[src/rtl/uart_pkg.sv]
// Shared UART definitions: receive FSM encoding, byte phase and default bit timing.
package uart_pkg;

    // Default bit period: 50 MHz system clock at 115200 baud.
    localparam int DEFAULT_CLKS_PER_BIT = 434;

    typedef enum logic [1:0] {
        S_IDLE  = 2'd0,
        S_START = 2'd1,
        S_DATA  = 2'd2,
        S_STOP  = 2'd3
    } rx_state_t;

    typedef enum logic {
        PHASE_LOW  = 1'b0,
        PHASE_HIGH = 1'b1
    } byte_phase_t;

endpackage

[src/rtl/uart_rx_byte.sv]
// 8N1 byte receiver: RX synchroniser, bit timer, framing FSM and shift register.
module uart_rx_byte
    import uart_pkg::*;
#(
    parameter int CLKS_PER_BIT = DEFAULT_CLKS_PER_BIT
) (
    input  logic       clk,
    input  logic       rst,
    input  logic       rx,
    output logic [7:0] rx_byte,
    output logic       byte_done,
    output logic       frame_err,
    output logic       active
);

    localparam int TW = $clog2(CLKS_PER_BIT);
    localparam logic [TW-1:0] BIT_LAST  = TW'(CLKS_PER_BIT - 1);
    localparam logic [TW-1:0] HALF_LAST = TW'(CLKS_PER_BIT / 2 - 1);

    logic          sync_meta;
    logic          rx_sync;
    rx_state_t     state;
    rx_state_t     state_next;
    logic [TW-1:0] timer;
    logic [TW-1:0] timer_next;
    logic [2:0]    bit_idx;
    logic [2:0]    bit_idx_next;
    logic [7:0]    shift;
    logic [7:0]    shift_next;

    // Two-flop synchroniser; resets to the idle-high line level so reset never looks like a start bit.
    always_ff @(posedge clk) begin
        if (rst) begin
            sync_meta <= 1'b1;
            rx_sync   <= 1'b1;
        end else begin
            sync_meta <= rx;
            rx_sync   <= sync_meta;
        end
    end

    // FSM, bit timer, bit index and shift register state.
    always_ff @(posedge clk) begin
        if (rst) begin
            state   <= S_IDLE;
            timer   <= '0;
            bit_idx <= '0;
            shift   <= '0;
        end else begin
            state   <= state_next;
            timer   <= timer_next;
            bit_idx <= bit_idx_next;
            shift   <= shift_next;
        end
    end

    // Next-state logic: half-bit start check, then full-bit sampling of data and stop bits.
    always_comb begin
        state_next   = state;
        timer_next   = timer + TW'(1);
        bit_idx_next = bit_idx;
        shift_next   = shift;
        byte_done    = 1'b0;
        frame_err    = 1'b0;
        case (state)
            S_IDLE: begin
                timer_next = '0;
                if (!rx_sync) begin
                    state_next = S_START;
                end
            end
            S_START: begin
                if (timer == HALF_LAST) begin
                    timer_next = '0;
                    if (rx_sync) begin
                        state_next = S_IDLE;
                    end else begin
                        state_next   = S_DATA;
                        bit_idx_next = '0;
                    end
                end
            end
            S_DATA: begin
                if (timer == BIT_LAST) begin
                    timer_next          = '0;
                    shift_next[bit_idx] = rx_sync;
                    bit_idx_next        = bit_idx + 3'd1;
                    if (bit_idx == 3'd7) begin
                        state_next = S_STOP;
                    end
                end
            end
            S_STOP: begin
                if (timer == BIT_LAST) begin
                    timer_next = '0;
                    state_next = S_IDLE;
                    byte_done  = rx_sync;
                    frame_err  = !rx_sync;
                end
            end
            default: begin
                state_next = S_IDLE;
            end
        endcase
    end

    assign rx_byte = shift;
    assign active  = (state != S_IDLE);

endmodule

[src/rtl/uart_word_rx.sv]
// Host-link receiver: pairs received UART bytes (low byte first) into 16-bit Hack words.
module uart_word_rx
    import uart_pkg::*;
#(
    parameter int CLKS_PER_BIT = DEFAULT_CLKS_PER_BIT
) (
    input  logic        CLK,
    input  logic        RST,
    input  logic        RX,
    output logic [15:0] DATA,
    output logic        VALID,
    output logic        ERROR,
    output logic        BUSY
);

    logic        [7:0] rx_byte;
    logic              byte_done;
    logic              frame_err;
    logic              frame_active;
    byte_phase_t       phase;
    logic        [7:0] low_byte;

    uart_rx_byte #(
        .CLKS_PER_BIT(CLKS_PER_BIT)
    ) u_rx_byte (
        .clk      (CLK),
        .rst      (RST),
        .rx       (RX),
        .rx_byte  (rx_byte),
        .byte_done(byte_done),
        .frame_err(frame_err),
        .active   (frame_active)
    );

    // Word assembly: hold the low byte, emit the word on the high byte; a framing error drops the pair.
    always_ff @(posedge CLK) begin
        if (RST) begin
            phase    <= PHASE_LOW;
            low_byte <= '0;
            DATA     <= '0;
            VALID    <= 1'b0;
            ERROR    <= 1'b0;
        end else begin
            VALID <= 1'b0;
            ERROR <= 1'b0;
            if (frame_err) begin
                ERROR <= 1'b1;
                phase <= PHASE_LOW;
            end else if (byte_done) begin
                if (phase == PHASE_LOW) begin
                    low_byte <= rx_byte;
                    phase    <= PHASE_HIGH;
                end else begin
                    DATA  <= {rx_byte, low_byte};
                    VALID <= 1'b1;
                    phase <= PHASE_LOW;
                end
            end
        end
    end

    assign BUSY = frame_active || (phase == PHASE_HIGH);

endmodule

[config.mk]
export PLATFORM = sky130hd
export DESIGN_NAME = uart_word_rx
export DESIGN_NICKNAME = d
export VERILOG_FILES = /design/src/rtl/uart_pkg.sv /design/src/rtl/uart_rx_byte.sv /design/src/rtl/uart_word_rx.sv
export SDC_FILE = /design/constraint.sdc
export NUM_CORES = 1
export LEC_CHECK = 0
export CORE_MARGIN = 3
export CORE_UTILIZATION = 50
export DETAILED_ROUTE_END_ITERATION = 12
export PLACE_DENSITY_LB_ADDON = 0.15
export SYNTH_ARGS = -nofsm -noshare
export SYNTH_HDL_FRONTEND = slang
export SYNTH_SLANG_ARGS = --single-unit
export TNS_END_PERCENT = 30
[constraint.sdc]
create_clock -name CLK -period 1.5 [get_ports CLK]
set_input_delay 0.15 -clock CLK [delete_from_list [all_inputs] [get_ports CLK]]
set_output_delay 0.15 -clock CLK [all_outputs]
set_load 0.05 [all_outputs]
; ---- Word-level counts from Yosys, hierarchy flattened
; Cells that the tools add are included.
[totals]
register_bits = 51
in_bits = 3
out_inout_bits = 19
word_cells = 68
[op_classes]
addsub = 2
n_lt_le_gt_ge = 2
n_eq_ne = 12
muxes = 24
n_bitwise = 3
reduce_logical = 14
[ops]
columns = op, n
row1 = one-hot mux 9 bit (3 select lines), 1
row2 = 2-to-1 mux 9 bit, 2
row3 = 2-to-1 mux 2 bit, 6
row4 = "adder 9 x 1 -> 9 bit, second input constant", 1
row5 = "== test 9 x 8 -> 1 bit, second input constant", 1
row6 = "== test 9 bit, second input constant", 1
row7 = 2-to-1 mux 3 bit, 3
row8 = bitwise mux 8 bit, 1
row9 = 2-to-1 mux 1 bit, 8
row10 = "inequality test 2 x 1 -> 1 bit, second input constant", 4
row11 = one-hot mux 2 bit (4 select lines), 1
row12 = one-hot mux 3 bit (2 select lines), 1
row13 = AND reduction 3 bit, 2
row14 = AND reduction 5 bit, 1
row15 = "== test 2 bit, second input constant", 2
row16 = "less-than comparator 3 x 4 -> 1 bit, second input constant", 1
row17 = "inequality test 2 bit, second input constant", 2
row18 = AND reduction 4 bit, 1
row19 = nonzero test 2 bit, 2
row20 = OR reduction 2 bit, 2
row21 = "adder 3 x 1 -> 3 bit, second input constant", 1
row22 = demux 1 bit (select 3 bit), 1
row23 = "== test 3 bit, second input constant", 1
row24 = ">= comparator 3 x 1 -> 1 bit, second input constant", 1
row25 = other kinds (8), 10

; ---- Logic depth before layout (Yosys ltp)
; Gate-level depths: netlist (run 1).
[depth]
depth_word = 5
depth_mapped = 7
mapped_depth_nobuf = 6

; ---- Hierarchy
; Synthesis (run 1) repeated with hierarchy kept, for this count alone.
[unflattened]
hier_cells = 239
area_unflattened_um2 = 2316.0
[modules_own_cells]
columns = mod, instances, cells_each, area_per_inst_um2, seq_area_each_um2
row1 = uart_rx_byte, 1, 142, 1219.9, 480.5
row2 = uart_word_rx, 1, 97, 1096.1, 540.5

; ---- Worst setup path after synthesis (run 1)
; OpenSTA, ideal clock, no wires.
[synth_path]
kind = reg-to-reg
from = reg u_rx_byte.timer[0]
to = reg u_rx_byte.timer[2]
setup_time_ns = 0.064
arrival_ns = 1.463
t_required_ns = 1.436
slack_ns = -0.027
path_stages_with_launch = 8
n_path_buf = 1
period_less_slack_ns = 1.527
path_cell_list = dfxtp_1 > inv_1 > ha_1 > and4b_4 > a211o_1 > a21o_1 > buf_6 > nor2_1
[synth_via]
elab_chain_cells = 3
word_cells_on_any_way = 6
classes_between = 1 x add/sub / 2 x eq/ne / 3 x mux
[synth_rtl]
columns = item, line_no
row1 = from (decl), uart_rx_byte.sv:24  ; logic [TW-1:0] timer;
row2 = from (signal assigned), uart_rx_byte.sv:51  ; timer <= timer_next;
row3 = "adder 9 x 1 -> 9 bit, or another cell as far along", uart_rx_byte.sv:60  ; timer_next = timer + TW'(1);
row4 = 2-to-1 mux 9 bit (on tied branches), "uart_rx_byte.sv:84, uart_rx_byte.sv:94, uart_rx_byte.sv:73"
row5 = one-hot mux 9 bit (3 select lines) *, uart_rx_byte.sv:65  ; case (state)
; Mark *: on every way between the ends. The rest lies on a longest branch, timed or not.
; A chain may end at the register's enable or synchronous reset.

; ---- Worst setup path in the final report (run 1)
[layout_path]
from = reg u_rx_byte.timer[1]
to = reg low_byte[1]
[layout_via]
elab_chain_cells = 5
word_cells_on_any_way = 7
classes_between = 1 x eq/ne / 4 x mux / 1 x bitwise / 1 x reduce/logical
[layout_rtl]
columns = item, line_no
row1 = == test 9 bit *, uart_rx_byte.sv:94  ; if (timer == BIT_LAST) begin
row2 = 2-to-1 mux 1 bit, uart_rx_byte.sv:94
row3 = 2-to-1 mux 1 bit, uart_rx_byte.sv:65
row4 = NOT 1 bit (no line), --
row5 = AND reduction 3 bit (no line) *, --
row6 = to (signal assigned), uart_word_rx.sv:51  ; low_byte <= rx_byte;
row7 = to (decl), uart_word_rx.sv:21  ; logic [7:0] low_byte;
; Marked as above.

==> results.tsv, run 1 <==
metric	value	unit
simple-gate portion of the synthesized area	0.257	
fmax	0.625	GHz
EDFF count, synth	0	
Starting Density	0.528	
Ys Warns	0	
DP HPWL	2.86	mm
Total GRT Usage	0.174	
CP Launch Type	flop	
Final Critical Period	1600	ps
Unique masters post-synth	39	
largest net degree at the start of global routing	31	
RSZ-0062 raised after global routing	true	
most common cell after layout, fill and taps aside	dfxtp_1	
Clk Latency, worst-skew pair	300	ps
DIE AREA	5140	um2
Synthesized Nets	228	
cts bufs inserted	5	
adder-cell share of the synthesized area	0.0290	
Core Box Area	4090	um2
# port buffers	21	
CP endpoint kind	flop	
clock skew	9.12	ps
largest family of logic cells by synthesized area	simple AND/OR/NAND/NOR gates	
Async S/R FF share, synth	0	
M2 GR Usage	0.242	
Synth Register Bits	51	
WL final	4.55	mm
slack of the critical path	-99.4	ps
vias	1683	
Final Slew Violations	0	
Worst EP arrival	1810	ps
Post-Syn Area	2160	um2
Post-DRT Antenna Nets	0	
Hold Slack	407	ps
routed length per instance	14.4	um
drt drc	0	
clock-pin slew on the worst setup and hold paths	100	ps
most common flop cell mapped by yosys	dfxtp_1	
Final Wtd Congestion	0.897	
Pre-antenna DRT Iters	4	
GR Layer Usage met1	0.265	
Worst EP required	1710	ps
Antenna Diode Count	0	
power per cell area	824	nW/um2
CTS root buf	clkbuf_8	
Die H	71.7	um
Area Overhead vs Synth	28.8	%
Post-Route Setup TNS	-1010	ps
post-route insts no fill	317	
most frequent cells in the layout	dfxtp_1 (49), buf_4 (43), nor2_1 (30)	
vias per cell	5.31	
Mapped Avg Cell Area	9.80	um2
met3 Use GR	0.0421	
Placed Instances	306	
initial DRC count	86	
hold buffers post-CTS	0	
row count	23	
post-synthesis mux area share	0.111	
Fillers	324	
Max-slew headroom	0.775	
static leakage	0.00112	uW
actual slew at the worst max-slew pin	336	ps
vias in the first global route	1442	
fin crit share	1.07	
Synth Area in XOR/XNOR	0.0284	
Bufs on Longest Clock Path	2	
Hold Path Class	input port to flop	
Nets	274	
Synth Area in Compound Gates	0.0580	
Max H-tree Level	2	
Peak supply drop	0.725	mV
# setup viols final	18	
first-pass GRT wire length	7.01	mm
Ports	22	
initial antenna violation count	0	
status	finished, violations left	
DP Worst Slack	-47.9	ps
CTS sink cnt	51	
largest fanout on the critical path	5	
CP Class	flop to flop	
die width	71.7	um
busiest layer in global routing	met1	
Seq/Total Area, Yosys	0.474	
Cells after Synth	220	
max cap viols	0	
CTS tree	yes	
failing checks	negative setup slack	
GRT overflow	0	
Fin. Hold Viols	0	
layout cells sized above 1	0.318	
-- metrics by stage --
stage / cell area [um2] / power [uW] / util
finish: 2780 / 2290 / 0.680
global route: 2780 / 2360 / 0.680
CTS: 2670 / 2300 / 0.653
detailed placement: 2530 / 1470 / 0.620
global placement: 2530 / 1470 / 0.620
floorplan: 2160 / 1440 / -
-- final cells by class --
type,instances,area (um2),share of cell area
Tap cell,50,62.6,0.0225
Clock inverter,2,13.8,0.00495
Inverter,8,30.0,0.0108
Clock buffer,6,82.6,0.0297
Timing Repair Buffer,49,405,0.146
Sequential cell,51,1030,0.369
Multi-Input combinational cell,151,1160,0.417
-- Yosys cell counts, types with 2 or more instances --
master / instances / area [um2]
dfxtp_1: 51 / 1020
nor2_1: 31 / 116
mux2i_1: 24 / 240
nand3_1: 13 / 65.1
nand2b_1: 11 / 68.8
o21ai_0: 11 / 55.1
inv_1: 8 / 30.0
nand3b_1: 8 / 60.1
a21oi_1: 5 / 25.0
clkbuf_1: 5 / 18.8
ha_1: 5 / 62.6
nand4_1: 5 / 31.3
xnor2_1: 5 / 43.8
and3_1: 3 / 18.8
buf_6: 3 / 33.8
nor3_1: 3 / 15.0
nor4_1: 3 / 18.8
and4bb_2: 2 / 25.0
nand2_1: 2 / 7.51
or2_2: 2 / 12.5
xor2_1: 2 / 17.5
-- timing repair --
action | 4_1_cts | 5_1_grt
pin swaps | 1 | 11
resized for setup | 7 | 29
endpoints found under the setup margin | 25 | 47
setup buffers | 1 | 1
gates cloned | 0 | 1
-- kinds of logic (layout without fill, tap and decap cells) --
logic type | after synthesis | count (layout)
multiplexers | 24 | 24
AO/OA/AOI/OAI | 21 | 21
buffers and inverters | 18 | 65
adder cells (fa/ha/maj) | 5 | 5
XOR/XNOR | 7 | 7
flip-flops | 51 | 51
AND/OR/NAND/NOR | 94 | 94
-- critical path, stage by stage (launching register included) --
cell and delay [ps]:
dfxtp_2 330, inv_2 70, ha_4 140, nand4bb_4 130, nor4b_4 360, buf_6 200, mux2i_2 220, nor2_1 60
-- worst paths after layout --
| check | from | depth (start not counted) | slack [ps] | to |
|---|---|---|---|---|
| worst max-delay path | u_rx_byte.timer[1]$_SDFF_PP0_ | 7 | -100 | low_byte[1]$_SDFFE_PP0P_ |
| worst max register to register | u_rx_byte.timer[1]$_SDFF_PP0_ | 7 | -100 | low_byte[1]$_SDFFE_PP0P_ |
| worst min register to register | u_rx_byte.sync_meta$_SDFF_PP1_ | 1 | 420 | u_rx_byte.rx_sync$_SDFF_PP1_ |
| worst min-delay path | RX | 2 | 410 | u_rx_byte.sync_meta$_SDFF_PP1_ |
-- registers in the layout (all words and copies together), names as in the netlist, named ones only --
| register | count |
|---|---|
| ERROR | 1 |
| DATA | 16 |
| u_rx_byte.timer | 9 |
| u_rx_byte.rx_sync | 1 |
| phase | 1 |
| u_rx_byte.sync_meta | 1 |
| u_rx_byte.bit_idx | 3 |
| VALID | 1 |
| low_byte | 8 |
| u_rx_byte.rx_byte | 8 |
| u_rx_byte.state | 1 |
-- layer usage --
layer / up-vias / share of wire
met2: 26 / 0.45
met3: 2 / 0.030
met4: 0 / 0.0042
li1: 862 / -
met1: 793 / 0.52
met5: - / 0
-- power by group --
part           internal [uW]  leakage (uW)  switching (uW)
clock                    378     0.0000516             471
sequential              1360      0.000413            2.69
combinational           36.7      0.000653            42.9
total                   1770       0.00112             516
(Power assumes the default switching activity.)
==> run 2, diff against run 1 <==
RECOVER_POWER = 50   (was default)
==> results.tsv, run 2 (same netlist as run 1, synthesis figures left out) <==
metric	value	unit
row count	23	
Antenna Diode Count	0	
static leakage	0.00107	uW
CP Launch Type	flop	
Bufs on Longest Clock Path	2	
Post-DRT Antenna Nets	0	
first-pass GRT wire length	7.01	mm
Starting Density	0.528	
most frequent cells in the layout	dfxtp_1 (49), buf_4 (31), nor2_1 (30)	
DIE AREA	5140	um2
vias	1685	
Fin. Hold Viols	0	
cts bufs inserted	5	
post-route insts no fill	317	
hold buffers post-CTS	0	
Max-slew headroom	0.597	
overall power	2280	uW
Placed Instances	306	
routed length per instance	14.3	um
CTS root buf	clkbuf_8	
CP Class	flop to flop	
most common cell after layout, fill and taps aside	dfxtp_1	
initial DRC count	88	
Worst EP arrival	1810	ps
layout cells sized above 1	0.273	
Core Box Area	4090	um2
Clk Latency, worst-skew pair	300	ps
largest net degree at the start of global routing	31	
CTS sink cnt	51	
largest fanout on the critical path	5	
Die H	71.7	um
hold path cells	2	
Ports	22	
die width	71.7	um
# setup viols final	18	
Area after DPL	2530	um2
drt drc	0	
fmax	0.625	GHz
fin crit share	1.07	
slack of the critical path	-100	ps
CP endpoint kind	flop	
actual slew at the worst max-slew pin	607	ps
status	finished, violations left	
Max H-tree Level	2	
max cap viols	0	
Final Critical Period	1600	ps
Largest regs	DATA (16), u_rx_byte.timer (9)	
WL final	4.55	mm
Pre-antenna DRT Iters	4	
clock-pin slew on the worst setup and hold paths	100	ps
CTS tree	yes	
design area	2730	um2
GRT overflow	0	
Hold Path Class	input port to flop	
initial antenna violation count	0	
Final Slew Violations	0	
Peak supply drop	0.725	mV
Largest register FFs	16	
Final Wtd Congestion	0.897	
vias in the first global route	1442	
power per cell area	836	nW/um2
failing checks	negative setup slack	
clock skew	8.95	ps
Most flops, register	DATA	
Area Overhead vs Synth	26.8	%
vias per cell	5.32	
Worst EP required	1710	ps
Total GRT Usage	0.174	
DP Worst Slack	-47.9	ps
Nets	274	
# port buffers	21	
DP HPWL	2.86	mm
worst reg2reg path depth	7	
RSZ-0062 raised after global routing	true	
==> run 2: changes by cell type in the layout (fill, tap and decap cells not counted) <==
cell	previous run	this run
buf_4	43	31
clkbuf_1	0	12
clkdlybuf4s50_1	2	1
dlygate4sd3_1	0	1
==> run 2: metrics by stage <==
| step | utilization | TNS [ps] | hold WS [ps] |
|---|---|---|---|
| final | 0.669 | -1020 | 407 |
| after global routing | 0.669 | -3980 | 423 |
| after CTS | 0.653 | -308 | 407 |
| after detailed placement | 0.620 | -628 | 395 |
| after global placement | 0.620 | -111 | 396 |
| after floorplan | - | 0 | 254 |
==> run 2: critical path, cell delays in order (launching register included) <==
cell and delay, ps:
dfxtp_2 330, inv_2 70, ha_4 140, nand4bb_4 130, nor4b_4 360, buf_6 200
mux2i_2 220, nor2_1 60
==> run 2: final cells by class <==
| class | count | area, um2 |
|---|---|---|
| clock inverter | 2 | 13.8 |
| tap | 50 | 62.6 |
| sequential | 51 | 1030 |
| multi-input combinational | 151 | 1160 |
| clock buffer | 6 | 82.6 |
| inverter | 8 | 30.0 |
| timing repair buffer | 49 | 360 |
| fill | 331 | 1350 |
==> run 2: what timing repair did <==
action / in CTS / in global routing
gates cloned: 0 / 1
buffers inserted: 1 / 1
endpoints found under the setup margin: 25 / 47
pin swaps: 1 / 11
resized for setup: 7 / 29
==> run 2: power by group <==
group	total, uW	switching (uW)	internal [uW]
clock	847	469	378
sequential	1360	2.69	1360
combinational	77.9	42.8	35.1
==> run 2: final timing paths <==
kind                                                       end                           start  slack, ps
worst max register to register        low_byte[1]$_SDFFE_PP0P_   u_rx_byte.timer[1]$_SDFF_PP0_       -100
worst min-delay path            u_rx_byte.sync_meta$_SDFF_PP1_                              RX        410
worst min register to register    u_rx_byte.rx_sync$_SDFF_PP1_  u_rx_byte.sync_meta$_SDFF_PP1_        420
worst max-delay path                  low_byte[1]$_SDFFE_PP0P_   u_rx_byte.timer[1]$_SDFF_PP0_       -100
==> run 2: per-layer routing <==
layer,up-vias,GRT usage,wire length (um)
li1,863,-,-
met1,794,0.265,2350
met2,26,0.242,2040
met3,2,0.0421,137
met4,0,0.0480,19
met5,-,0,0
